$ cat src/rtl/pll_reset_sequencer_if.sv
// Control/status bundle between the PLL reset sequencer and its surroundings:
// lock inputs and restart strobe in, reset lines and status out.
interface pll_reset_sequencer_if;
  logic       sw_restart;
  logic       phi_locked;
  logic       theta_locked;
  logic       phi_pll_reset;
  logic       theta_pll_reset;
  logic       tdc_reset;
  logic       done;
  logic       fault;
  logic [2:0] state;
  logic [7:0] lock_loss_cnt;

  modport master (
    output sw_restart, phi_locked, theta_locked,
    input  phi_pll_reset, theta_pll_reset, tdc_reset, done, fault, state, lock_loss_cnt
  );

  modport slave (
    input  sw_restart, phi_locked, theta_locked,
    output phi_pll_reset, theta_pll_reset, tdc_reset, done, fault, state, lock_loss_cnt
  );
endinterface

$ cat src/rtl/pll_reset_sequencer.sv
// Releases phi PLL, theta PLL and TDC resets in dependency order, gated on
// filtered PLL lock, with timeout/retry, lock-loss recovery and software restart.
module pll_reset_sequencer #(
  parameter int unsigned RST_HOLD_CYCLES = 16,
  parameter int unsigned LOCK_FILTER     = 4,
  parameter int unsigned LOCK_TIMEOUT    = 65535,
  parameter int unsigned MAX_RETRIES     = 3,
  parameter int unsigned CW              = 16
) (
  input  logic                   clk,
  input  logic                   reset,
  pll_reset_sequencer_if.slave   bus
);

  localparam int unsigned FW = $clog2(LOCK_FILTER + 1);
  localparam int unsigned RW = $clog2(MAX_RETRIES + 2);
  localparam int unsigned LW = 8;

  typedef enum logic [2:0] {
    PHI_RST    = 3'd0,
    PHI_WAIT   = 3'd1,
    THETA_RST  = 3'd2,
    THETA_WAIT = 3'd3,
    TDC_RST    = 3'd4,
    RUN        = 3'd5,
    FAULT      = 3'd6
  } state_e;

  state_e         state_q, state_d;
  logic [CW-1:0]  hold_q, hold_d;
  logic [FW-1:0]  filt_q, filt_d;
  logic [RW-1:0]  phi_retry_q, phi_retry_d;
  logic [RW-1:0]  theta_retry_q, theta_retry_d;
  logic [LW-1:0]  loss_q, loss_d;
  logic           phi_meta_q, phi_sync_q;
  logic           theta_meta_q, theta_sync_q;
  logic           phi_rst_q, phi_rst_d;
  logic           theta_rst_q, theta_rst_d;
  logic           tdc_rst_q, tdc_rst_d;
  logic           done_q, done_d;
  logic           fault_q, fault_d;

  logic           hold_end;
  logic           timeout;
  logic           lock_sel;
  logic           qualify;

  // Two-flop synchronizers for the asynchronous lock indications
  always_ff @(posedge clk or posedge reset) begin
    if (reset) begin
      phi_meta_q   <= 1'b0;
      phi_sync_q   <= 1'b0;
      theta_meta_q <= 1'b0;
      theta_sync_q <= 1'b0;
    end else begin
      phi_meta_q   <= bus.phi_locked;
      phi_sync_q   <= phi_meta_q;
      theta_meta_q <= bus.theta_locked;
      theta_sync_q <= theta_meta_q;
    end
  end

  always_ff @(posedge clk or posedge reset) begin
    if (reset) begin
      state_q       <= PHI_RST;
      hold_q        <= '0;
      filt_q        <= '0;
      phi_retry_q   <= '0;
      theta_retry_q <= '0;
      loss_q        <= '0;
      phi_rst_q     <= 1'b1;
      theta_rst_q   <= 1'b1;
      tdc_rst_q     <= 1'b1;
      done_q        <= 1'b0;
      fault_q       <= 1'b0;
    end else begin
      state_q       <= state_d;
      hold_q        <= hold_d;
      filt_q        <= filt_d;
      phi_retry_q   <= phi_retry_d;
      theta_retry_q <= theta_retry_d;
      loss_q        <= loss_d;
      phi_rst_q     <= phi_rst_d;
      theta_rst_q   <= theta_rst_d;
      tdc_rst_q     <= tdc_rst_d;
      done_q        <= done_d;
      fault_q       <= fault_d;
    end
  end

  // hold_q doubles as the reset-hold counter and the lock-wait timeout counter
  always_comb begin
    state_d       = state_q;
    hold_d        = '0;
    filt_d        = '0;
    phi_retry_d   = phi_retry_q;
    theta_retry_d = theta_retry_q;
    loss_d        = loss_q;
    phi_rst_d     = 1'b1;
    theta_rst_d   = 1'b1;
    tdc_rst_d     = 1'b1;
    done_d        = 1'b0;
    fault_d       = 1'b0;
    hold_end      = (hold_q == CW'(RST_HOLD_CYCLES - 1));
    timeout       = (hold_q == CW'(LOCK_TIMEOUT - 1));
    lock_sel      = (state_q == THETA_WAIT) ? theta_sync_q : phi_sync_q;
    qualify       = lock_sel && (filt_q == FW'(LOCK_FILTER - 1));

    unique case (state_q)
      PHI_RST: begin
        if (hold_end) state_d = PHI_WAIT;
        else          hold_d  = hold_q + CW'(1);
      end
      PHI_WAIT: begin
        filt_d = lock_sel ? filt_q + FW'(1) : '0;
        if (qualify) begin
          state_d     = THETA_RST;
          phi_retry_d = '0;
        end else if (timeout) begin
          phi_retry_d = phi_retry_q + RW'(1);
          state_d     = (phi_retry_d > RW'(MAX_RETRIES)) ? FAULT : PHI_RST;
        end else begin
          hold_d = hold_q + CW'(1);
        end
      end
      THETA_RST: begin
        if (!phi_sync_q)   state_d = PHI_RST;
        else if (hold_end) state_d = THETA_WAIT;
        else               hold_d  = hold_q + CW'(1);
      end
      THETA_WAIT: begin
        filt_d = lock_sel ? filt_q + FW'(1) : '0;
        if (!phi_sync_q) begin
          state_d = PHI_RST;
        end else if (qualify) begin
          state_d       = TDC_RST;
          theta_retry_d = '0;
        end else if (timeout) begin
          theta_retry_d = theta_retry_q + RW'(1);
          state_d       = (theta_retry_d > RW'(MAX_RETRIES)) ? FAULT : THETA_RST;
        end else begin
          hold_d = hold_q + CW'(1);
        end
      end
      TDC_RST: begin
        if (!phi_sync_q)   state_d = PHI_RST;
        else if (hold_end) state_d = RUN;
        else               hold_d  = hold_q + CW'(1);
      end
      RUN: begin
        if (!phi_sync_q || !theta_sync_q) begin
          state_d = phi_sync_q ? THETA_RST : PHI_RST;
          if (loss_q != '1) loss_d = loss_q + LW'(1);
        end
      end
      FAULT:   state_d = FAULT;
      default: state_d = PHI_RST;
    endcase

    // Software restart overrides every other transition
    if (bus.sw_restart) begin
      state_d       = PHI_RST;
      hold_d        = '0;
      filt_d        = '0;
      phi_retry_d   = '0;
      theta_retry_d = '0;
      loss_d        = loss_q;
    end

    unique case (state_d)
      PHI_WAIT:   phi_rst_d = 1'b0;
      THETA_RST:  phi_rst_d = 1'b0;
      THETA_WAIT: begin
        phi_rst_d   = 1'b0;
        theta_rst_d = 1'b0;
      end
      TDC_RST: begin
        phi_rst_d   = 1'b0;
        theta_rst_d = 1'b0;
      end
      RUN: begin
        phi_rst_d   = 1'b0;
        theta_rst_d = 1'b0;
        tdc_rst_d   = 1'b0;
        done_d      = 1'b1;
      end
      FAULT:   fault_d = 1'b1;
      default: ;
    endcase
  end

  assign bus.phi_pll_reset   = phi_rst_q;
  assign bus.theta_pll_reset = theta_rst_q;
  assign bus.tdc_reset       = tdc_rst_q;
  assign bus.done            = done_q;
  assign bus.fault           = fault_q;
  assign bus.state           = 3'(state_q);
  assign bus.lock_loss_cnt   = loss_q;

endmodule

$ cat src/flat_wrapper.sv
// flat-port wrapper written by rule: the top's interface ports become plain ports
module pll_reset_sequencer_flat 
#(
  parameter int unsigned RST_HOLD_CYCLES = 16,
  parameter int unsigned LOCK_FILTER     = 4,
  parameter int unsigned LOCK_TIMEOUT    = 65535,
  parameter int unsigned MAX_RETRIES     = 3,
  parameter int unsigned CW              = 16
)
  (clk, reset, bus_sw_restart, bus_phi_locked, bus_theta_locked, bus_phi_pll_reset, bus_theta_pll_reset, bus_tdc_reset, bus_done, bus_fault, bus_state, bus_lock_loss_cnt);
  pll_reset_sequencer_if bus_i ();
  input  logic clk;
  input  logic reset;
  input wire logic [$bits(bus_i.sw_restart)-1:0] bus_sw_restart;
  input wire logic [$bits(bus_i.phi_locked)-1:0] bus_phi_locked;
  input wire logic [$bits(bus_i.theta_locked)-1:0] bus_theta_locked;
  output wire logic [$bits(bus_i.phi_pll_reset)-1:0] bus_phi_pll_reset;
  output wire logic [$bits(bus_i.theta_pll_reset)-1:0] bus_theta_pll_reset;
  output wire logic [$bits(bus_i.tdc_reset)-1:0] bus_tdc_reset;
  output wire logic [$bits(bus_i.done)-1:0] bus_done;
  output wire logic [$bits(bus_i.fault)-1:0] bus_fault;
  output wire logic [$bits(bus_i.state)-1:0] bus_state;
  output wire logic [$bits(bus_i.lock_loss_cnt)-1:0] bus_lock_loss_cnt;
  assign bus_i.sw_restart = bus_sw_restart;
  assign bus_i.phi_locked = bus_phi_locked;
  assign bus_i.theta_locked = bus_theta_locked;
  assign bus_phi_pll_reset = bus_i.phi_pll_reset;
  assign bus_theta_pll_reset = bus_i.theta_pll_reset;
  assign bus_tdc_reset = bus_i.tdc_reset;
  assign bus_done = bus_i.done;
  assign bus_fault = bus_i.fault;
  assign bus_state = bus_i.state;
  assign bus_lock_loss_cnt = bus_i.lock_loss_cnt;
  pll_reset_sequencer #(.RST_HOLD_CYCLES(RST_HOLD_CYCLES), .LOCK_FILTER(LOCK_FILTER), .LOCK_TIMEOUT(LOCK_TIMEOUT), .MAX_RETRIES(MAX_RETRIES), .CW(CW)) u_core (.clk(clk), .reset(reset), .bus(bus_i));
endmodule
$ cat config.mk
export PLATFORM = sky130hd
export DESIGN_NAME = pll_reset_sequencer_flat
export DESIGN_NICKNAME = d
export VERILOG_FILES = /design/src/rtl/pll_reset_sequencer_if.sv /design/src/rtl/pll_reset_sequencer.sv /design/src/flat_wrapper.sv
export SDC_FILE = /design/constraint.sdc
export NUM_CORES = 1
export LEC_CHECK = 0
export ABC_AREA = 1
export ABC_CLOCK_PERIOD_IN_PS = 1600
export BUFFER_PORTS_ARGS = -buffer_cell sky130_fd_sc_hd__buf_4
export CAP_MARGIN = 20
export CORE_MARGIN = 2
export CORE_UTILIZATION = 40
export CTS_CLUSTER_DIAMETER = 200
export CTS_CLUSTER_SIZE = 25
export DETAILED_ROUTE_END_ITERATION = 10
export HOLD_SLACK_MARGIN = 0.02
export PLACE_DENSITY_LB_ADDON = 0.25
export SETUP_SLACK_MARGIN = 0.4
export SKIP_CTS_REPAIR_TIMING = 1
export SLEW_MARGIN = 5
export SYNTH_ARGS = -nofsm -noshare
export SYNTH_HDL_FRONTEND = slang
export SYNTH_SLANG_ARGS = --single-unit
$ cat constraint.sdc
create_clock -name clk -period 1.6 [get_ports clk]
set_clock_uncertainty 0.15 [all_clocks]
set_input_delay 0.32 -clock clk [delete_from_list [all_inputs] [get_ports clk]]
set_output_delay 0.32 -clock clk [all_outputs]
set_load 0.05 [all_outputs]
==> qor.txt, run 1 <==
adder-cell share of the synthesized area - 4.72%
nature of the critical path startpoint - register
Initial DRC Count - 112
Pleak - 1.79 nW
antenna violations before repair - 0
Die H - 81.2 um
Die W - 81.2 um
clk slew on worst S/H paths - 100 ps
die area - 6600 um^2
grt total ovfl - 0
Worst slew margin - 73.7%
WL per Instance - 13.4 um
Filler cells - 467
Initial Utilization - 40.8%
dominant synthesized flop cell - dfrtp_1
via/cell ratio - 4.82
Post-synth EDFFs - 0
Worst EP arrival - 1900 ps
Critical Path End Type - register
htree depth - 2
DRC viols - 0
layout cell share with drive strength beyond 1 - 50.0%
register bit count reported by yosys - 45
worst skew pair latency - 310 ps
sequential fraction of the synthesis area - 47.4%
R2R Setup Slk - -190 ps
Core ar. - 5850 um^2
fmax - 0.558 GHz
Mean Syn Cell Area - 8.46 um^2
HPWL Detailed - 3900 um
post-synthesis mux area share - 0.472%
Ys Warns - 0
critical path class - register to register
setup violators final - 34
CTS tree - built
final WL - 6170 um
DP Area - 3110 um^2
critical path fanouts, max - 7
failing checks - setup timing
Hold Crit Class - input pin to register
Gate power share - 6.1%
# port buffers - 20
distinct cell type count after synthesis - 32
Antenna diodes - 0
post-synthesis simple-gate area fraction - 30.0%
largest net degree at the start of global routing - 46
Clk pwr share - 40.9%
Synth Area in Compound Gates - 4.93%
largest family of logic cells by synthesized area - simple AND/OR/NAND/NOR gates
Synth Instances - 282
Slew @ Worst Pin - 391 ps
I/O pin count - 21
RSZ-0062 raised after global routing - true
Slew Viols, Final - 0
clk sinks - 45
ANT nets after route - 0
VDD IR max - 0.408 mV
final hold viol count - 0
Total Power - 2.19 mW
vias in the first global route - 2028
CP max-delay cell - dfrtp_2
Nets - 397
worst setup margin - -191 ps
critical-path cell list - nand3_4 > nand2_2 > buf_4 > a21oi_2 > nor2_1 > nand2_1 > nand3_4 > nand2_4 > nand3_2 > nand2_1
post-layout min period - 1790 ps
xor/xnor share of the synthesized area - 6.24%
clk root buf - clkbuf_8
sequential share of power - 52.9%
CTS buffer count - 5
outcome - finished with violations
period utilization - 112%
Area growth syn-to-layout - 57.4%
Design Area, Final - 3750 um^2
Max-cap violations - 0
via total after detailed routing - 2212
clock buffer depth - 2
pwr dens - 583 nW/um^2
first-pass GRT wire length - 8780 um
gr usage total - 16.9%
Net Sw Power - 512 uW
Synthesized Nets - 296
synthesized area - 2390 um^2
first-pass iteration count of the detailed router - 4
row count - 28
Placer Congestion - 0.888
Req. time, crit path - 1700 ps
ys async rst share - 100%
crit-path max cell delay - 500 ps
switching share of power - 23.4%
Int Pwr - 1.68 mW
==> power by group through the flow <==
stage	clock network, mW	registers, mW	logic, mW
floorplan	0	1.18	0.0539
global placement	0	1.18	0.108
detailed placement	0	1.18	0.108
CTS	0.909	1.16	0.109
global route	0.956	1.16	0.148
finish	0.896	1.16	0.134
==> worst paths after layout <==
kind,cells after the start,start,to
min,3,bus_sw_restart,u_core.filt_q[0]
min reg2reg,0,u_core.phi_meta_q,u_core.phi_sync_q
max reg2reg,10,u_core.bus.state[1],u_core.bus.phi_pll_reset
min in group asynchronous,4,reset,u_core.bus.lock_loss_cnt[5]
max,10,u_core.bus.state[1],u_core.bus.phi_pll_reset
max in group asynchronous,4,reset,u_core.bus.tdc_reset
==> metrics by stage <==
stage               hold WS (ps)  cells  TNS (ps)  util [%]  worst slack [ps]
finish                       147    459     -2840      64.2              -191
global route                 148    459     -6230      64.2              -290
CTS                        -81.5    439     -5370      55.0              -293
detailed placement           192    431     -4520      53.1              -256
global placement             183    431     -3360      53.1              -228
floorplan                    179    282     -2480         -              -122
==> final cells by class <==
type	instances	area [um^2]	area share (%)
flip-flops and latches	45	1140	30.5
clock inverters	3	46.3	1.23
well taps	75	93.8	2.50
multi-input cells	199	1390	36.9
clock buffers	5	68.8	1.83
repair buffers	96	872	23.2
inverters	36	144	3.83
==> synthesized netlist by cell type, types with 2 or more instances <==
cell / n / area [um^2]
nand2_1: 54 / 203
dfrtp_1: 42 / 1050
nor2_1: 40 / 150
inv_1: 33 / 124
nand3_1: 23 / 115
xnor2_1: 10 / 87.6
ha_1: 9 / 113
nand4_1: 9 / 56.3
nor3_1: 7 / 35.0
xor2_1: 7 / 61.3
nand2_2: 6 / 37.5
a21oi_1: 5 / 25.0
o21ai_0: 5 / 25.0
nor2_2: 4 / 25.0
a31oi_1: 3 / 18.8
dfstp_2: 3 / 78.8
inv_2: 3 / 11.3
nor2_4: 3 / 33.8
nand3_2: 2 / 20.0
nor3b_1: 2 / 15.0
==> worst max-delay path: cells and delay by family (launching register included) <==
kind	cells	cell delay [ps]
compound gates	1	190
buf+inv	1	150
flops	1	500
simple gates	8	740
==> state kept, by name, indices dropped and copies added, names as in the netlist <==
| name | count |
|---|---|
| u_core.bus.done | 1 |
| u_core.bus.fault | 1 |
| u_core.bus.lock_loss_cnt | 8 |
| u_core.bus.phi_pll_reset | 1 |
| u_core.bus.state | 3 |
| u_core.bus.tdc_reset | 1 |
| u_core.bus.theta_pll_reset | 1 |
| u_core.filt_q | 3 |
| u_core.hold_q | 16 |
| u_core.phi_meta_q | 1 |
| u_core.phi_retry_q | 3 |
| u_core.phi_sync_q | 1 |
| u_core.theta_meta_q | 1 |
| u_core.theta_retry_q | 3 |
| u_core.theta_sync_q | 1 |
==> layer usage <==
| layer | GRT usage, % | routed length, um |
|---|---|---|
| met1 | 23.4 | 2690 |
| met2 | 27.2 | 3140 |
| met3 | 3.56 | 249 |
| met4 | 4.07 | 89 |
| met5 | 0 | 0 |
==> layout by cell type, fill, tap and decap left out, types with 4 or more instances in the layout <==
cell type,count
inv_2,7
dfrtp_2,11
nand3_2,7
nand3_1,15
o21ai_1,4
ha_2,4
dfrtp_1,31
nand2_2,15
ha_4,4
nor2_2,6
nor2_1,34
inv_1,26
nand4_1,9
buf_4,68
clkbuf_8,5
xor2_1,7
buf_6,13
nand2_4,4
nand2_1,42
nor2_4,7
buf_8,11
nor3_2,4
xnor2_1,8
==> kinds of logic after synthesis <==
logic type / Yosys count
buffers and inverters: 38
adders and majority gates: 9
and+or+nand+nor: 153
AOI/OAI and AO/OA: 19
muxes: 1
DFF: 45
xor gates and xnor gates: 17
Power figures use the tool's default switching activity.
==> inputs of run 2 (changes only) <==
- BUFFER_PORTS_ARGS: -buffer_cell sky130_fd_sc_hd__buf_4 -> -buffer_cell sky130_fd_sc_hd__buf_2
==> qor.txt, run 2 (synthesis gave the netlist of run 1 again) <==
Worst path top cell family by delay - simple AND/OR/NAND/NOR gates
setup TNS - -2750 ps (+99.3 ps)
post-layout min period - 1760 ps (-33.6 ps)
setup violators final - 34 (unchanged)
final WL - 6190 um (+0.41%)
final hold viol count - 14 (+14)
die area - 6600 um^2 (unchanged)
most common cell after layout, fill and taps aside - buf_4
pwr dens - 528 nW/um^2 (-9.5%)
Die H - 81.2 um (unchanged)
htree depth - 2 (unchanged)
clock buffer depth - 2 (unchanged)
largest net degree at the start of global routing - 29 (-37%)
Hold Crit Class - input pin to asynchronous set/reset pin
critical path class - register to register
# port buffers - 20 (unchanged)
Critical Path End Type - register
Initial Utilization - 40.8% (unchanged)
ANT nets after route - 0 (unchanged)
failing checks - hold timing, setup timing
CP bufs+invs - 2 (+1)
gr usage total - 17.2% (+0.22 points)
Pleak - 1.88 nW (+5.2%)
via/cell ratio - 4.80 (-0.45%)
max reg flops - 16 (unchanged)
via total after detailed routing - 2250 (+1.7%)
WL per Instance - 13.2 um (-1.7%)
Die W - 81.2 um (unchanged)
first-pass iteration count of the detailed router - 4 (unchanged)
Worst slew margin - 71.8% (-1.9 points)
most frequent cells in the layout - buf_4 (71), nand2_1 (35), dfrtp_1 (31)
Min Hold Slack - -147 ps (-294 ps)
critical-path cell list - buf_12 > nand3_4 > nand2_4 > o21ai_4 > nand2_4 > buf_4 > nand3_2 > nand2_2 > nand3_4 > nand2_2 > nand2_1 > o21ai_2
Post-Layout Cell Count - 469 (+2.2%)
Biggest register - u_core.hold_q
Placer Congestion - 0.924 (+4.0%)
Slew @ Worst Pin - 423 ps (+31.3 ps)
nature of the critical path startpoint - register
worst skew pair latency - 310 ps (about the same)
Nets - 407 (+2.5%)
critical path fanouts, max - 5 (-2)
Design Area, Final - 3910 um^2 (+4.2%)
placed insts - 430 (-0.23%)
I/O pin count - 21 (unchanged)
Req. time, crit path - 1700 ps (about the same)
antenna violations before repair - 0 (unchanged)
layout cell share with drive strength beyond 1 - 56.6% (+6.6 points)
clk slew on worst S/H paths - 100 ps (about the same)
DP Area - 3050 um^2 (-1.9%)
vias in the first global route - 2034 (+0.30%)
Worst EP arrival - 1860 ps (-40 ps)
Initial DRC Count - 122 (+8.9%)
outcome - finished with violations
HPWL Detailed - 3920 um (+0.45%)
crit-path max cell delay - 450 ps (-50 ps)
CTS buffer count - 5 (unchanged)
CTS tree - built
Slew Viols, Final - 0 (unchanged)
Total Power - 2.06 mW (-5.7%)
row count - 28 (unchanged)
worst setup margin - -158 ps (+33.6 ps)
Area growth syn-to-layout - 63.9%
Final Util - 66.9% (+2.7 points)
DRC viols - 0 (unchanged)
RSZ-0062 raised after global routing - true
clk root buf - clkbuf_8
first-pass GRT wire length - 8800 um (+0.24%)
fmax - 0.569 GHz (+1.9%)
clk sinks - 45 (unchanged)
VDD IR max - 0.341 mV (-16%)
grt total ovfl - 0 (unchanged)
Max-cap violations - 0 (unchanged)
Core ar. - 5850 um^2 (unchanged)
CP max-delay cell - dfrtp_2
period utilization - 110% (-2.1 points)
Antenna diodes - 0 (unchanged)
## run 2: changes by cell type in the layout (fill, tap and decap cells not counted), moves of 3 or more
cell,change
nand2_1,-7
nor2_1,-6
nor2_2,+5
buf_2,+4
buf_6,+4
inv_2,+4
nand2_4,+4
buf_4,+3
inv_1,-3
nand2_2,+3
## run 2: worst reg2reg max path: stages, from the launching register on
cell and delay (ps):
dfrtp_2 450, buf_12 130, nand3_4 90, nand2_4 100, o21ai_4 70, nand2_4 90, buf_4 120, nand3_2 70
nand2_2 100, nand3_4 90, nand2_2 110, nand2_1 80, o21ai_2 60
## run 2: routing by layer
layer / vias to the layer above / part of all wire (%) / global-route usage (%)
met5: - / 0 / 0
met4: 0 / 1.6 / 5.59
met3: 12 / 4.2 / 3.33
met2: 53 / 51 / 28.4
met1: 1063 / 43 / 22.5
li1: 1122 / - / -
## run 2: path summary, 6_finish.rpt
| path | start | endpoint | slack [ps] | cells after the start |
|---|---|---|---|---|
| max | u_core.bus.state[0] | u_core.bus.theta_pll_reset | -160 | 12 |
| min | reset | u_core.bus.fault | -150 | 2 |
| max reg2reg | u_core.bus.state[0] | u_core.bus.theta_pll_reset | -160 | 12 |
| min reg2reg | u_core.phi_meta_q | u_core.phi_sync_q | 210 | 0 |
| max in group asynchronous | reset | u_core.phi_sync_q | 970 | 3 |
| min in group clk | bus_sw_restart | u_core.filt_q[2] | 180 | 3 |
## run 2: power by group
group	internal, mW	leakage (nW)	switching [mW]	total [mW]
clock	0.311	0.0445	0.438	0.749
combinational	0.0726	1.25	0.0818	0.154
sequential	1.15	0.589	0.0115	1.16
total	1.53	1.88	0.532	2.06
## run 2: final cells by class
type | instances | area [um^2]
Fill cell | 419 | 1940
Multi-Input combinational cell | 199 | 1490
Sequential cell | 45 | 1140
Timing Repair Buffer | 106 | 955
Inverter | 36 | 141
Tap cell | 75 | 93.8
Clock buffer | 5 | 68.8
Clock inverter | 3 | 21.3
## run 2: metrics by stage
stage	hold slack, ps	setup WS, ps
6_report	-147	-158
5_1_grt	-124	-260
4_1_cts	-137	-231
3_5_place_dp	185	-205
3_3_place_gp	184	-212
2_1_floorplan	179	-122
==> inputs of run 3 (changes only) <==
- ABC_CLOCK_PERIOD_IN_PS: 1600 -> 1800
- clock period: 1.6 -> 1.8 ns (I/O delays scaled with it)
==> qor.txt, run 3 (synthesis gave the netlist of run 1 again) <==
grt total ovfl - 0 (unchanged)
critical path fanouts, max - 6 (+1)
via/cell ratio - 4.92 (+2.5%)
Die W - 81.2 um (unchanged)
largest net degree at the start of global routing - 46 (+59%)
row count - 28 (unchanged)
via total after detailed routing - 2154 (-4.3%)
Worst R2R Path Depth - 10 (-2)
first-pass iteration count of the detailed router - 4 (unchanged)
Area growth syn-to-layout - 54.7%
Filler cells - 472 (+13%)
WL per Instance - 13.3 um (+0.46%)
Max-cap violations - 0 (unchanged)
htree depth - 2 (unchanged)
area of the multi-input gates - 1470 um^2 (-1.3%)
ANT nets after route - 0 (unchanged)
final WL - 5810 um (-6.2%)
Biggest register - u_core.hold_q
Initial DRC Count - 77 (-37%)
CTS buffer count - 5 (unchanged)
Die H - 81.2 um (unchanged)
Initial Utilization - 40.8% (unchanged)
clk root buf - clkbuf_8
setup violators final - 0 (-100%)
worst skew pair latency - 310 ps (about the same)
I/O pin count - 21 (unchanged)
Slew @ Worst Pin - 272 ps (-151 ps)
Req. time, crit path - 1870 ps (+170 ps)
Placer Congestion - 0.852 (-7.8%)
first-pass GRT wire length - 7910 um (-10%)
clk sinks - 45 (unchanged)
CTS tree - built
max reg flops - 16 (unchanged)
final hold viol count - 0 (-14)
DRC viols - 0 (unchanged)
clk slew on worst S/H paths - 100 ps (about the same)
Worst EP arrival - 1860 ps (about the same)
post-layout min period - 1790 ps (+30.5 ps)
WHS Path Cells - 2
die area - 6600 um^2 (unchanged)
clock buffer depth - 2 (unchanged)
outcome - completed
Antenna diodes - 0 (unchanged)
Slew Viols, Final - 0 (unchanged)
period utilization - 99.3% (-11 points)
most frequent cells in the layout - nand2_1 (39), buf_4 (39), dfrtp_1 (30)
Critical Path End Type - register
# port buffers - 20 (unchanged)
VDD IR max - 0.336 mV (-1.4%)
Worst slew margin - 81.9% (+10 points)
Core ar. - 5850 um^2 (unchanged)
RSZ-0062 raised after global routing - true
Hold Crit Class - input pin to register
nature of the critical path startpoint - register
Min Hold Slack - 169 ps (+317 ps)
register area - 1140 um^2 (+0.11%)
pwr dens - 499 nW/um^2 (-5.5%)
layout cell share with drive strength beyond 1 - 51.2% (-5.4 points)
Nets - 376 (-7.6%)
critical path class - register to register
Total Power - 1.84 mW (-11%)
Final Util - 63.1% (-3.7 points)
vias in the first global route - 1781 (-12%)
HPWL Detailed - 3370 um (-14%)
fmax - 0.559 GHz (-1.7%)
antenna violations before repair - 0 (unchanged)
gr usage total - 15.5% (-1.6 points)
Pleak - 1.72 nW (-8.9%)
[run 3: cell count changes in the layout (fill, tap and decap cells not counted), sizes merged]
cell	previous run	this run
buf	104	72
clkinv	1	0
clkinvlp	2	1
dlygate4sd3	2	3
inv	36	38
[run 3: cell type report]
class / count / area share (%)
Clock buffer: 5 / 1.86
Clock inverter: 3 / 0.779
Sequential cell: 45 / 31.0
Inverter: 36 / 3.83
Timing Repair Buffer: 75 / 20.2
Tap cell: 75 / 2.54
Multi-Input combinational cell: 199 / 39.8
[run 3: critical path, stage by stage, from the launching register on]
cell      delay (ps)
dfrtp_2          480
inv_4            110
nand3_4          100
nand2_4          100
o21ai_4           70
nand2_4          100
o211ai_2         100
nand2_2          110
nand2_4           90
buf_6            160
nor3_2           130
[run 3: power by group]
group / total, mW / internal (mW) / switching (mW)
clock: 0.691 / 0.293 / 0.398
combinational: 0.118 / 0.0497 / 0.0681
sequential: 1.03 / 1.02 / 0.0113
total: 1.84 / 1.36 / 0.477
[run 3: per-stage QoR]
stage / cells / setup WS, ps / TNS, ps / instance area, um^2
2_1_floorplan: 282 / 77.6 / 0 / 2440
3_3_place_gp: 393 / -66.4 / -232 / 2770
3_5_place_dp: 393 / -40.4 / -199 / 2770
4_1_cts: 401 / -63.9 / -351 / 2870
5_1_grt: 438 / -90.4 / -666 / 3690
6_report: 438 / 11.7 / 0 / 3690
[run 3: per-layer routing]
metal | routed length (um) | vias to the layer above | track usage (%) | part of all wire, %
met5 | 0 | - | 0 | 0
met4 | 69 | 0 | 4.75 | 1.2
met3 | 180 | 8 | 4.44 | 3.1
met2 | 2980 | 30 | 24.5 | 51
met1 | 2580 | 1046 | 20.6 | 44
li1 | - | 1070 | - | -
[run 3: path summary, 6_finish.rpt]
| check | startpoint | slack, ps | end |
|---|---|---|---|
| setup / recovery | u_core.bus.state[2] | 10 | u_core.hold_q[13] |
| hold / removal | bus_sw_restart | 170 | u_core.filt_q[0] |
| setup reg to reg | u_core.bus.state[2] | 10 | u_core.hold_q[13] |
| hold reg to reg | u_core.phi_meta_q | 210 | u_core.phi_sync_q |
| max in group asynchronous | reset | 740 | u_core.bus.phi_pll_reset |
| min in group asynchronous | reset | 490 | u_core.hold_q[2] |
